--- config.mk ---
export PLATFORM = sky130hd
export DESIGN_NAME = std_div_share_flat
export DESIGN_NICKNAME = d
export VERILOG_FILES = /design/src/rtl/std_div_share_pkg.sv /design/src/rtl/std_div_share_if.sv /design/src/rtl/std_div_share_iter.sv /design/src/rtl/std_div_share.sv /design/src/flat_wrapper.sv
export SDC_FILE = /design/constraint.sdc
export NUM_CORES = 1
export LEC_CHECK = 0
export CELL_PAD_IN_SITES_DETAIL_PLACEMENT = 2
export CELL_PAD_IN_SITES_GLOBAL_PLACEMENT = 2
export CORE_AREA = 3 3 314 161
export CTS_BUF_LIST = sky130_fd_sc_hd__clkbuf_8
export CTS_CLUSTER_DIAMETER = 60
export DETAILED_ROUTE_END_ITERATION = 12
export DIE_AREA = 0 0 317 164
export GPL_TIMING_DRIVEN = 0
export PLACE_DENSITY_LB_ADDON = 0.1
export SLEW_MARGIN = 20
export SYNTH_ARGS = -nofsm -noshare
export SYNTH_HDL_FRONTEND = slang
export SYNTH_SLANG_ARGS = --single-unit
export TNS_END_PERCENT = 10
--- constraint.sdc ---
create_clock -name clk -period 3.6 [get_ports clk]
set_clock_uncertainty 0.05 [all_clocks]
set_input_delay 0.72 -clock clk [delete_from_list [all_inputs] [get_ports clk]]
set_output_delay 0.72 -clock clk [all_outputs]
set_load 0.02 [all_outputs]
--- src/rtl/std_div_share_pkg.sv ---
// std_div_share_pkg: shared types and helpers for the shared divider slice.
// Optional feature macro used by this slice: DIV_SHARE_ZERO_FLAG_EN.
package std_div_share_pkg;

    // Sequencer states: idle/arbitrate, iterate, publish result.
    typedef enum logic [1:0] {
        IDLE = 2'd0,
        RUN  = 2'd1,
        DONE = 2'd2
    } state_t;

    // The divisor register holds the divisor pre-shifted by width-1 bits.
    function automatic int divisor_width(input int w);
        return 2 * w - 1;
    endfunction

endpackage

--- src/rtl/std_div_share_if.sv ---
// std_div_share_if: requester-facing bus of the shared divider.
// Handshake: a requester raises go[i] with its operands on left/right and
// holds go[i] until done[i] pulses for one cycle; it drops go[i] the cycle
// after done. Dropping go[i] early while it is being served aborts the op.
// With DIV_SHARE_ZERO_FLAG_EN defined the bus also carries div_by_zero.
// dbg_state / dbg_rr_ptr expose the sequencer state for observation.
interface std_div_share_if #(
    parameter int width = 32,
    parameter int NREQ  = 4
);
    import std_div_share_pkg::*;

    localparam int IDXW = $clog2(NREQ);

    logic [NREQ-1:0]       go;
    logic [NREQ*width-1:0] left;
    logic [NREQ*width-1:0] right;
    logic [width-1:0]      out_quotient;
    logic [width-1:0]      out_remainder;
    logic [NREQ-1:0]       done;
    logic [IDXW-1:0]       grant;
    logic                  busy;
`ifdef DIV_SHARE_ZERO_FLAG_EN
    logic                  div_by_zero;
`endif
    state_t                dbg_state;
    logic [IDXW-1:0]       dbg_rr_ptr;

    modport master (
        output go, left, right,
        input  out_quotient, out_remainder, done, grant, busy,
`ifdef DIV_SHARE_ZERO_FLAG_EN
        input  div_by_zero,
`endif
        input  dbg_state, dbg_rr_ptr
    );

    modport slave (
        input  go, left, right,
        output out_quotient, out_remainder, done, grant, busy,
`ifdef DIV_SHARE_ZERO_FLAG_EN
        output div_by_zero,
`endif
        output dbg_state, dbg_rr_ptr
    );

endinterface

--- src/rtl/std_div_share_iter.sv ---
// std_div_iter: iterative restoring unsigned divider datapath.
// start loads the operands; one quotient bit is resolved per cycle, MSB
// first. last is high once all width bits are resolved and the datapath
// then holds its result until the next start. No handshake logic here.
module std_div_iter
    import std_div_share_pkg::*;
#(
    parameter int width = 32
) (
    input  logic             clk,
    input  logic             reset_n,
    input  logic             start,
    input  logic [width-1:0] dividend,
    input  logic [width-1:0] divisor,
    output logic [width-1:0] quotient,
    output logic [width-1:0] remainder,
    output logic             last
);

    localparam int DW = divisor_width(width);
    localparam int CW = $clog2(width + 1);

    logic [width-1:0] rem_q;
    logic [width-1:0] quo_q;
    logic [width-1:0] msk_q;
    logic [DW-1:0]    dvs_q;
    logic [CW-1:0]    cnt_q;
    logic             fits;

    // Full-width unsigned compare: the shifted divisor may exceed width bits.
    assign fits = (dvs_q <= DW'(rem_q));
    assign last = (cnt_q == CW'(width));

    // Load on start, otherwise resolve one quotient bit per cycle until last.
    always_ff @(posedge clk) begin
        if (!reset_n) begin
            rem_q <= '0;
            quo_q <= '0;
            msk_q <= '0;
            dvs_q <= '0;
            cnt_q <= CW'(width);
        end else if (start) begin
            rem_q <= dividend;
            quo_q <= '0;
            msk_q <= width'(1) << (width - 1);
            dvs_q <= DW'(divisor) << (width - 1);
            cnt_q <= '0;
        end else if (!last) begin
            if (fits) begin
                rem_q <= rem_q - dvs_q[width-1:0];
                quo_q <= quo_q | msk_q;
            end
            dvs_q <= dvs_q >> 1;
            msk_q <= msk_q >> 1;
            cnt_q <= cnt_q + 1'b1;
        end
    end

    assign quotient  = quo_q;
    assign remainder = rem_q;

endmodule

--- src/rtl/std_div_share.sv ---
// std_div_share: round-robin arbiter/sequencer sharing one restoring divider
// among NREQ go/done requesters. Results appear on shared registered buses
// with a one-cycle done pulse to the served requester.
// Optional macro DIV_SHARE_ZERO_FLAG_EN: adds div_by_zero and skips the
// iteration phase for a zero divisor (latency 2 instead of width+2).
module std_div_share
    import std_div_share_pkg::*;
#(
    parameter int width = 32,
    parameter int NREQ  = 4
) (
    input  logic              clk,
    input  logic              reset_n,
    std_div_share_if.slave    bus
);

    localparam int IDXW = $clog2(NREQ);

    state_t            state_q, state_n;
    logic [IDXW-1:0]   rr_ptr_q;
    logic [IDXW-1:0]   grant_q;
    logic [IDXW-1:0]   pick_idx;
    logic              pick_valid;
    logic              start;
    logic              go_held;
    logic [width-1:0]  sel_left;
    logic [width-1:0]  sel_right;
    logic [width-1:0]  quo_out_q;
    logic [width-1:0]  rem_out_q;
    logic [NREQ-1:0]   done_q;
    logic [width-1:0]  iter_quo;
    logic [width-1:0]  iter_rem;
    logic              iter_last;
`ifdef DIV_SHARE_ZERO_FLAG_EN
    logic              dz_q;
    logic              dz_out_q;
`endif

    // Round-robin pick: first asserted go at or after rr_ptr, wrapping.
    // Scanning distance from high to low lets the nearest requester win.
    always_comb begin
        pick_valid = 1'b0;
        pick_idx   = '0;
        for (int k = NREQ - 1; k >= 0; k--) begin
            for (int i = 0; i < NREQ; i++) begin
                if (bus.go[i] && (((int'(rr_ptr_q) + k) % NREQ) == i)) begin
                    pick_valid = 1'b1;
                    pick_idx   = IDXW'(i);
                end
            end
        end
    end

    // Operand mux for the requester being picked this cycle.
    always_comb begin
        sel_left  = '0;
        sel_right = '0;
        for (int i = 0; i < NREQ; i++) begin
            if (IDXW'(i) == pick_idx) begin
                sel_left  = bus.left[i*width +: width];
                sel_right = bus.right[i*width +: width];
            end
        end
    end

    assign start   = (state_q == IDLE) && pick_valid;
    assign go_held = |(bus.go & (NREQ'(1) << grant_q));

    std_div_iter #(.width(width)) u_iter (
        .clk       (clk),
        .reset_n   (reset_n),
        .start     (start),
        .dividend  (sel_left),
        .divisor   (sel_right),
        .quotient  (iter_quo),
        .remainder (iter_rem),
        .last      (iter_last)
    );

    // State register.
    always_ff @(posedge clk) begin
        if (!reset_n) begin
            state_q <= IDLE;
        end else begin
            state_q <= state_n;
        end
    end

    // Next-state logic; losing go on the served requester aborts the op.
    always_comb begin
        state_n = state_q;
        case (state_q)
            IDLE: begin
                if (pick_valid) begin
                    state_n = RUN;
                end
            end
            RUN: begin
                if (!go_held) begin
                    state_n = IDLE;
`ifdef DIV_SHARE_ZERO_FLAG_EN
                end else if (dz_q) begin
                    state_n = DONE;
`endif
                end else if (iter_last) begin
                    state_n = DONE;
                end
            end
            DONE: begin
                state_n = IDLE;
            end
            default: begin
                state_n = IDLE;
            end
        endcase
    end

    // Grant latch, result publication, done pulse and round-robin advance.
    always_ff @(posedge clk) begin
        if (!reset_n) begin
            rr_ptr_q  <= '0;
            grant_q   <= '0;
            done_q    <= '0;
            quo_out_q <= '0;
            rem_out_q <= '0;
`ifdef DIV_SHARE_ZERO_FLAG_EN
            dz_q      <= 1'b0;
            dz_out_q  <= 1'b0;
`endif
        end else begin
            done_q <= '0;
            if (start) begin
                grant_q <= pick_idx;
`ifdef DIV_SHARE_ZERO_FLAG_EN
                dz_q    <= (sel_right == '0);
`endif
            end
            if (state_q == DONE) begin
                done_q    <= NREQ'(1) << grant_q;
                rem_out_q <= iter_rem;
                rr_ptr_q  <= (grant_q == IDXW'(NREQ - 1)) ? '0 : grant_q + 1'b1;
`ifdef DIV_SHARE_ZERO_FLAG_EN
                // Iteration was skipped, so force the natural all-ones result.
                quo_out_q <= dz_q ? '1 : iter_quo;
                dz_out_q  <= dz_q;
`else
                quo_out_q <= iter_quo;
`endif
            end
        end
    end

    assign bus.out_quotient  = quo_out_q;
    assign bus.out_remainder = rem_out_q;
    assign bus.done          = done_q;
    assign bus.grant         = grant_q;
    assign bus.busy          = (state_q != IDLE);
    assign bus.dbg_state     = state_q;
    assign bus.dbg_rr_ptr    = rr_ptr_q;
`ifdef DIV_SHARE_ZERO_FLAG_EN
    assign bus.div_by_zero   = dz_out_q;
`endif

endmodule

--- src/flat_wrapper.sv ---
// flat-port wrapper written by rule: the top's interface ports become plain ports
module std_div_share_flat import std_div_share_pkg::*;
#(
    parameter int width = 32,
    parameter int NREQ  = 4
)
  (clk, reset_n, bus_go, bus_left, bus_right, bus_out_quotient, bus_out_remainder, bus_done, bus_grant, bus_busy, bus_dbg_state, bus_dbg_rr_ptr);
  std_div_share_if #(.width(width), .NREQ(NREQ)) bus_i ();
  input  logic clk;
  input  logic reset_n;
  input wire logic [$bits(bus_i.go)-1:0] bus_go;
  input wire logic [$bits(bus_i.left)-1:0] bus_left;
  input wire logic [$bits(bus_i.right)-1:0] bus_right;
  output wire logic [$bits(bus_i.out_quotient)-1:0] bus_out_quotient;
  output wire logic [$bits(bus_i.out_remainder)-1:0] bus_out_remainder;
  output wire logic [$bits(bus_i.done)-1:0] bus_done;
  output wire logic [$bits(bus_i.grant)-1:0] bus_grant;
  output wire logic [$bits(bus_i.busy)-1:0] bus_busy;
  output wire logic [$bits(bus_i.dbg_state)-1:0] bus_dbg_state;
  output wire logic [$bits(bus_i.dbg_rr_ptr)-1:0] bus_dbg_rr_ptr;
  assign bus_i.go = bus_go;
  assign bus_i.left = bus_left;
  assign bus_i.right = bus_right;
  assign bus_out_quotient = bus_i.out_quotient;
  assign bus_out_remainder = bus_i.out_remainder;
  assign bus_done = bus_i.done;
  assign bus_grant = bus_i.grant;
  assign bus_busy = bus_i.busy;
  assign bus_dbg_state = bus_i.dbg_state;
  assign bus_dbg_rr_ptr = bus_i.dbg_rr_ptr;
  std_div_share #(.width(width), .NREQ(NREQ)) u_core (.clk(clk), .reset_n(reset_n), .bus(bus_i));
endmodule
==> results of run 1 <==
## tightest hold or removal path, delay by kind of cell, from the launching register on
kind | cells | cell delay (ps)
compound gates | 1 | 60
flops | 1 | 310
simple gates | 1 | 50
## timing repair
item / in CTS / in global routing
hold buffers: 0 / 0
endpoints found under the setup margin: 2 / 28
gates resized for setup: 1 / 4
## report_power, final
| group | total, mW | internal (mW) | switching (mW) |
|---|---|---|---|
| logic | 2.57 | 1.01 | 1.56 |
| clock network | 2.58 | 1.34 | 1.25 |
| registers | 2.90 | 2.77 | 0.137 |
| total | 8.06 | 5.11 | 2.95 |
## routing by layer
layer,up-vias,GRT usage (%),share of wire (%)
li1,7074,-,-
met1,7388,32.3,46
met2,290,41.6,47
met3,90,4.11,4.1
met4,0,7.00,2.5
met5,-,0,0
## layout make-up
type	count	share of cell area, %
clock inverter	19	0.732
buffer	136	3.14
timing repair buffer	335	18.2
multi-input combinational	1387	42.2
sequential	239	25.9
clock buffer	50	3.73
antenna	6	0.0813
inverter	80	1.63
tap	649	4.40
## flip-flops by register name (all words and copies together) (netlist names)
| signal | count |
|---|---|
| u_core.bus.dbg_rr_ptr | 2 |
| u_core.bus.dbg_state | 2 |
| u_core.bus.done | 4 |
| u_core.bus.grant | 2 |
| u_core.bus.out_quotient | 32 |
| u_core.bus.out_remainder | 32 |
| u_core.u_iter.cnt_q | 6 |
| u_core.u_iter.dvs_q | 63 |
| u_core.u_iter.msk_q | 32 |
| u_core.u_iter.quotient | 32 |
| u_core.u_iter.remainder | 32 |
## per-stage QoR
step	hold WS (ps)	setup TNS (ps)	total power [mW]	setup slack [ps]
final	415	0	8.06	113
after global routing	434	-11.1	8.54	-8.50
after CTS	413	0	8.13	58.4
after detailed placement	404	-44540	5.50	-671
after global placement	397	-34660	5.45	-602
after floorplan	382	0	4.41	918
## layout by cell type (no fill, tap or decap), types with 10 or more instances in the layout
master           instances
and3_1                  40
clkbuf_1                87
clkdlybuf4s50_1        335
mux2i_1                 12
nand2b_1                11
buf_2                   24
nor2b_1                 12
a211oi_1                16
a31oi_1                 10
nor2_1                 132
xnor2_1                 13
dfxtp_1                239
o22ai_1                 17
mux2_2                  10
buf_1                   14
ha_1                    69
o211ai_1                13
a21boi_0                68
a21o_1                  15
inv_1                   91
nor4_1                  13
nand4_1                 17
clkbuf_8                50
nand3_1                 46
o21a_1                  11
nand2_1                419
xor2_1                  12
o21ai_0                111
a21oi_1                210
nor3_1                  13
## kinds of logic after synthesis
| kind of cell | Yosys count | share of synthesized area [%] |
|---|---|---|
| AO/OA/AOI/OAI | 545 | 24.8 |
| XOR/XNOR | 25 | 1.63 |
| adder cells (fa/ha/maj) | 70 | 6.57 |
| buffers and inverters | 219 | 6.60 |
| flip-flops | 239 | 35.6 |
| multiplexers | 22 | 1.73 |
| AND/OR/NAND/NOR | 725 | 23.1 |
## path summary, 6_finish.rpt
path                                              from                                        end  slack, ps  cells after the start
max reg2reg       u_core.u_iter.dvs_q[56]$_SDFFE_PN0P_   u_core.u_iter.remainder[13]$_SDFFE_PN0P_        110                     10
max               u_core.u_iter.dvs_q[56]$_SDFFE_PN0P_   u_core.u_iter.remainder[13]$_SDFFE_PN0P_        110                     10
min reg2reg  u_core.bus.out_remainder[13]$_SDFFE_PN0N_  u_core.bus.out_remainder[13]$_SDFFE_PN0N_        410                      2
min          u_core.bus.out_remainder[13]$_SDFFE_PN0N_  u_core.bus.out_remainder[13]$_SDFFE_PN0N_        410                      2
==> run_results.csv, run 1 <==
group,metric,value,unit
status,status,"complete, no violations",
critical_path,crit_path_cell_trace,"nor4_1 > nand4_1 > nor3_1 > o21ai_0 > a21oi_2 > buf_4 > clkbuf_4 > nand2_1 > o21ai_0 > a21oi_1",
die,dieArea,52000,sq um
pwr,ir_drop,0.000180,V
clock_network,cts.sinks,239,
pwr,leakage,6.71,nW
yosys,ys.warnings.count,0,
run,maxCapViolCount,0,
clock_network,clock-root-buffer,"clkbuf_8",
critical_path,critPathTopFamily,"simple AND/OR/NAND/NOR gates",
yosys,syn-num-nets,2177,
routing,vias,14842,
yosys,synth_seq_area_share,35.6,%
clock_network,cts_inserted_buffers,40,
routing,route.detailed.drc,0,
finish,fillerInstances,5637,
clock_network,cts_buffer_depth,3,
yosys,netlist_top_cells_area,"dfxtp_1 (36%), nand2_1 (12%), a21oi_1 (7.8%)",
die,rows,57,
yosys,synth_area,13400,sq um
yosys,ys_types,72,
clock_network,h-tree-depth,2,
critical_path,start_kind,"flip-flop",
timing,hold_viol,0,
yosys,yosysTopAreaCell,"dfxtp_1",
timing,rsz0062_at_grt,"yes",
critical_path,worstSetupEndpointType,"flip-flop",
yosys,synth_ff_type,"dfxtp_1",
pwr,power_density,436,nW/um^2
finish,layout.cells.non_filler,2901,
critical_path,slowest_delay,770,ps
timing,post-route-min-period,3490,ps
grt,grt_pass1_vias,16093,
critical_path,slowest_stage,"nor3_1",
place,routabilityCongestion,0.835,
place,place_area,17600,sq um
timing,setup_viol,0,
finish,area_delta_synth_final,37.3,%
grt,grt_pass1_wl,97300,microns
place,portBuffers,335,
clock_network,cts.clk_slew.worst_paths,70,ps
die,die_y,164,microns
yosys,netlist.area_leader.share,35.6,%
grt,grt_antenna_before_repair,6,
finish,register_area,4780,sq um
clock_network,post_cts.repair.setup_buffers,0,
die,die_w,317,microns
critical_path,path_max_fanout,10,
yosys,synth_common_cells,"nand2_1 (419), dfxtp_1 (239), a21oi_1 (210)",
yosys,synth.avg_cell_area,7.29,sq um
yosys,synthCells,1845,
critical_path,path_common_cell,"o21ai_0",
die,ios,337,
finish,finalInstanceArea,18500,sq um
grt,grt_max_degree,13,
critical_path,worst-path-buf-inv,2,
grt,track_usage,24.6,%
clock_network,clk_latency,600,ps
finish,multi_input_area,7800,sq um
yosys,async_flop_share,0,%
worst_hold_path,min_path_type,"reg -> reg",
yosys,synth-seq-cells,239,
routing,first_pass_iters,5,
timing,slew_headroom,31.1,%
yosys,synth_edf_count,0,
critical_path,critical_path_class,"reg -> reg",
place,placedCellCount,2829,
routing,wl,64700,microns
routing,vias_per_cell,5.12,
die,start_util,27.9,%
finish,fin_nets,2551,
yosys,synthMostInstantiatedCell,"nand2_1",
timing,period_share,96.9,%
die,core_area,48100,sq um
routing,wire_per_inst,22.3,microns
routing,ant_nets,0,
finish,drive_above_1_share,5.39,%
timing,slew_violations,0,
clock_network,cts_tree,"yes",
place,dpl.hpwl,51400,microns
critical_path,critPathArrivalTime,3860,ps
critical_path,cp.required,3970,ps
finish,fin_util,38.4,%
timing,tightest_slew,1030,ps
routing,drtIter0Drc,796,
timing,fmax,287,MHz
grt,grt-ovfl-total,0,
Power figures use the tool's default switching activity.
==> inputs of run 2 (changes only) <==
--- a/config.mk
+++ b/config.mk
@@ -12,7 +12,6 @@
 export CTS_CLUSTER_DIAMETER = 60
 export DETAILED_ROUTE_END_ITERATION = 12
 export DIE_AREA = 0 0 317 164
-export GPL_TIMING_DRIVEN = 0
 export PLACE_DENSITY_LB_ADDON = 0.1
 export SLEW_MARGIN = 20
 export SYNTH_ARGS = -nofsm -noshare
==> run_results.csv, run 2 (same netlist as run 1, synthesis figures left out) <==
group,metric,value,unit
clock_network,holdBufCountCts,0,
grt,grt_max_degree,54,
timing,slew_violations,0,
routing,ant_nets,0,
clock_network,cts_buffer_depth,3,
clock_network,cts_tree,"yes",
critical_path,slowest_stage,"nor3_1",
pwr,leakage,6.77,nW
place,portBuffers,336,
pwr,power_density,436,nW/um^2
pwr,ir_drop,0.000247,V
routing,drtIter0Drc,695,
critical_path,cp.required,4030,ps
finish,largest_register,"u_core.u_iter.dvs_q",
critical_path,worst-path-buf-inv,4,
grt,grt_antenna_before_repair,4,
pwr,comb_power_share,31.6,%
critical_path,worstSetupEndpointType,"flip-flop",
finish,area_delta_synth_final,37.3,%
timing,layout_setup_ws,223,ps
die,start_util,27.9,%
pwr,power_frac_seq,36.1,%
clock_network,cts.clk_slew.worst_paths,70,ps
die,rows,57,
pwr,pwr-share-clk,32.3,%
routing,first_pass_iters,6,
finish,fin_nets,2475,
critical_path,start_kind,"flip-flop",
timing,tightest_slew,838,ps
clock_network,clock-root-buffer,"clkbuf_8",
clock_network,clk_latency,610,ps
finish,fillerInstances,5606,
clock_network,post_cts.repair.setup_buffers,0,
critical_path,path_common_cell,"buf_4",
finish,multi_input_area,7840,sq um
die,die_w,317,microns
timing,setup-tns-final,0,ps
pwr,p_total,8.06,mW
critical_path,path_max_fanout,9,
timing,fmax,296,MHz
finish,layout.cells.non_filler,2822,
clock_network,h-tree-depth,2,
finish,largest_register_ffs,63,
finish,mostFrequentLayoutCell,"nand2_1",
clock_network,cts_inserted_buffers,39,
timing,post-route-min-period,3380,ps
place,placedCellCount,2751,
pwr,internal_power,5.16,mW
grt,track_usage,22.8,%
pwr,p_switching,2.90,mW
clock_network,cts.sinks,239,
critical_path,critical_path_class,"reg -> reg",
critical_path,critPathTopFamily,"simple AND/OR/NAND/NOR gates",
finish,drive_above_1_share,6.96,%
critical_path,crit_path_cell_trace,"inv_1 > ha_1 > nand3_1 > nor3_1 > o311ai_0 > nand4b_1 > a21oi_4 > buf_4 > buf_4 > buf_4 > o21ai_0 > a21oi_1",
pwr,swShare,36.0,%
timing,hold_viol,0,
routing,vias_per_cell,5.07,
grt,grt_pass1_wl,92100,microns
routing,wire_per_inst,21.2,microns
place,dpl.hpwl,44800,microns
die,dieArea,52000,sq um
finish,final_cell_mix,"nand2_1 (417), clkdlybuf4s50_1 (335), dfxtp_1 (239)",
status,status,"complete, no violations",
worst_hold_path,min_path_type,"reg -> reg",
routing,vias,14297,
die,ios,337,
clock_network,cts_resized,0,
critical_path,slowest_delay,550,ps
run,maxCapViolCount,0,
finish,register_area,4780,sq um
place,routabilityCongestion,0.866,
grt,grt-ovfl-total,0,
critical_path,critPathArrivalTime,3810,ps
timing,hold_ws,411,ps
routing,route.detailed.drc,0,
place,place_ws,171,ps
timing,setup_viol,0,
die,die_y,164,microns
die,core_area,48100,sq um
timing,rsz0062_at_grt,"no",
grt,grt_pass1_vias,15302,
timing,period_share,93.8,%
timing,slew_headroom,44.2,%
routing,wl,59900,microns
==> run 2: cell types whose count changed in the layout (fill, tap and decap cells not counted), sizes merged <==
cell / change
diode: -2
buf: +16
inv: +2
bufinv: +1
clkinv: -1
clkinvlp: -1
clkbuf: -94
==> run 2: area by class of cell <==
class | count | area share [%]
inverters | 80 | 1.63
well taps | 649 | 4.40
diodes | 4 | 0.0542
flip-flops and latches | 239 | 25.9
clock buffers | 47 | 3.50
multi-input cells | 1387 | 42.5
repair buffers | 396 | 21.2
clock inverters | 20 | 0.867
==> run 2: path summary, 6_finish.rpt <==
path / start / end / slack (ps) / cells past startpoint
max: u_core.u_iter.dvs_q[12]$_SDFFE_PP0N_ / u_core.u_iter.remainder[13]$_SDFFE_PN0P_ / 220 / 12
min: u_core.bus.out_remainder[9]$_SDFFE_PN0N_ / u_core.bus.out_remainder[9]$_SDFFE_PN0N_ / 410 / 2
max reg2reg: u_core.u_iter.dvs_q[12]$_SDFFE_PP0N_ / u_core.u_iter.remainder[13]$_SDFFE_PN0P_ / 220 / 12
min reg2reg: u_core.bus.out_remainder[9]$_SDFFE_PN0N_ / u_core.bus.out_remainder[9]$_SDFFE_PN0N_ / 410 / 2
==> run 2: power groups by stage <==
stage               clock network, mW  registers, mW  logic (mW)
floorplan                           0           2.91        1.50
global placement                    0           2.96        2.49
detailed placement                  0           2.96        2.53
CTS                              2.70           2.91        2.55
global route                     2.82           2.92        2.81
finish                           2.60           2.91        2.55
==> run 2: layer usage <==
| layer | track usage (%) | vias up | part of all wire [%] |
|---|---|---|---|
| met2 | 41.1 | 193 | 50 |
| li1 | - | 6915 | - |
| met5 | 0 | - | 0 |
| met3 | 3.29 | 58 | 3.0 |
| met4 | 4.36 | 0 | 1.6 |
| met1 | 28.9 | 7131 | 45 |
==> run 2: through the flow <==
step / cell area (sq um) / utilization (%)
5_1_grt: 18500 / 38.4
2_1_floorplan: 13400 / -
3_5_place_dp: 17700 / 36.7
6_report: 18500 / 38.4
3_3_place_gp: 17700 / 36.7
4_1_cts: 18500 / 38.3
==> run 2: worst min-delay path: stages, from the launching register on <==
cell	delay [ps]
dfxtp_1	310
nand2_1	50
a21boi_0	60
==> inputs of run 3 (changes only) <==
--- a/config.mk
+++ b/config.mk
@@ -5,14 +5,12 @@
 export SDC_FILE = /design/constraint.sdc
 export NUM_CORES = 1
 export LEC_CHECK = 0
-export CELL_PAD_IN_SITES_DETAIL_PLACEMENT = 2
-export CELL_PAD_IN_SITES_GLOBAL_PLACEMENT = 2
-export CORE_AREA = 3 3 314 161
+export CORE_AREA = 3 3 234 121
 export CTS_BUF_LIST = sky130_fd_sc_hd__clkbuf_8
 export CTS_CLUSTER_DIAMETER = 60
 export DETAILED_ROUTE_END_ITERATION = 12
-export DIE_AREA = 0 0 317 164
-export PLACE_DENSITY_LB_ADDON = 0.1
+export DIE_AREA = 0 0 237 124
+export PLACE_DENSITY = 0.82
 export SLEW_MARGIN = 20
 export SYNTH_ARGS = -nofsm -noshare
 export SYNTH_HDL_FRONTEND = slang
==> run_results.csv, run 3 (same netlist as run 1, synthesis figures left out) <==
group,metric,value,unit
timing,setup_viol,0,
die,ios,337,
grt,grt_antenna_before_repair,0,
routing,wire_per_inst,18.2,microns
routing,ant_nets,0,
routing,vias,14127,
finish,final_cell_mix,"nand2_1 (417), clkdlybuf4s50_1 (335), dfxtp_1 (239)",
clock_network,holdBufCountCts,0,
clock_network,cts_inserted_buffers,35,
clock_network,cts_resized,0,
grt,track_usage,29.5,%
finish,largest_register_ffs,63,
critical_path,critical_path_class,"reg -> reg",
timing,period_share,87.1,%
critical_path,path_max_fanout,4,
worst_hold_path,min_path_type,"reg -> reg",
die,core_area,26300,sq um
routing,vias_per_cell,5.68,
routing,first_pass_iters,8,
routing,drtIter0Drc,1267,
status,status,"complete, no violations",
pwr,ir_drop,0.000260,V
die,rows,42,
pwr,power_density,425,nW/um^2
place,place_area,17000,sq um
run,maxCapViolCount,0,
finish,drive_above_1_share,5.30,%
timing,hold_ws,413,ps
timing,post-route-min-period,3140,ps
clock_network,cts.sinks,239,
place,dpl.hpwl,32700,microns
clock_network,cts_tree,"yes",
critical_path,start_kind,"flip-flop",
die,start_util,51.1,%
finish,mostFrequentLayoutCell,"nand2_1",
finish,fin_nets,2442,
grt,grt_max_degree,101,
timing,fmax,319,MHz
timing,setup-tns-final,0,ps
clock_network,clock-root-buffer,"clkbuf_8",
grt,grt-ovfl-total,0,
die,die_y,124,microns
die,die_w,237,microns
pwr,leakage,6.56,nW
timing,hold_viol,0,
place,routabilityCongestion,0.929,
timing,slew_violations,0,
routing,wl,45200,microns
finish,largest_register,"u_core.u_iter.dvs_q",
grt,grt_pass1_vias,13143,
timing,slew_headroom,50.2,%
finish,layout.cells.non_filler,2485,
clock_network,cts.clk_slew.worst_paths,70,ps
clock_network,clk_latency,540,ps
timing,tightest_slew,747,ps
routing,route.detailed.drc,0,
clock_network,h-tree-depth,2,
critical_path,worstSetupEndpointType,"flip-flop",
place,placedCellCount,2424,
critical_path,cp.required,4000,ps
clock_network,post_cts.repair.setup_buffers,0,
grt,grt_pass1_wl,70100,microns
critical_path,critPathArrivalTime,3540,ps
finish,num_antenna_cells,0,
place,portBuffers,336,
timing,rsz0062_at_grt,"no",
finish,finalInstanceArea,17700,sq um
clock_network,cts_buffer_depth,3,
finish,area_delta_synth_final,31.9,%
die,dieArea,29400,sq um
[run 3: final timing paths]
path	start	to	slack, ps	depth (start not counted)
setup / recovery	u_core.u_iter.remainder[0]$_SDFFE_PN0P_	u_core.u_iter.remainder[30]$_SDFFE_PN0P_	460	11
hold / removal	u_core.bus.out_quotient[29]$_SDFFE_PN0N_	u_core.bus.out_quotient[29]$_SDFFE_PN0N_	410	2
setup reg to reg	u_core.u_iter.remainder[0]$_SDFFE_PN0P_	u_core.u_iter.remainder[30]$_SDFFE_PN0P_	460	11
hold reg to reg	u_core.bus.out_quotient[29]$_SDFFE_PN0N_	u_core.bus.out_quotient[29]$_SDFFE_PN0N_	410	2
[run 3: critical path, stage by stage (launching register included)]
cell,delay (ps)
dfxtp_1,380
inv_1,60
ha_1,200
fa_1,380
nand2b_1,210
a211oi_1,400
o31ai_1,210
a21oi_1,330
a21oi_1,190
mux2_2,300
a31oi_1,200
o2bb2ai_1,140
[run 3: cell type report]
class | instances | area [sq um]
fillers | 2261 | 8580
clock inverters | 21 | 176
multi-input cells | 1387 | 7840
repair buffers | 367 | 3660
clock buffers | 39 | 537
inverters | 80 | 300
flip-flops and latches | 239 | 4780
well taps | 352 | 440
[run 3: metal layers]
metal	GRT usage [%]	up-vias	part of all wire [%]
li1	-	6856	-
met1	39.5	6628	43
met2	48.5	544	46
met3	5.15	99	7.1
met4	10.3	0	3.2
met5	0	-	0
[run 3: power by group]
part | internal (mW) | leakage, nW | switching [mW]
combinational | 1.01 | 4.22 | 1.34
sequential | 2.76 | 1.94 | 0.124
clock | 1.22 | 0.405 | 1.08
[run 3: through the flow]
stage,power (mW),utilization [%],setup WS [ps]
after floorplan,4.41,-,918
after global placement,5.21,64.6,281
after detailed placement,5.22,64.6,236
after CTS,7.53,67.3,500
after global routing,7.92,67.4,277
final,7.54,67.4,463
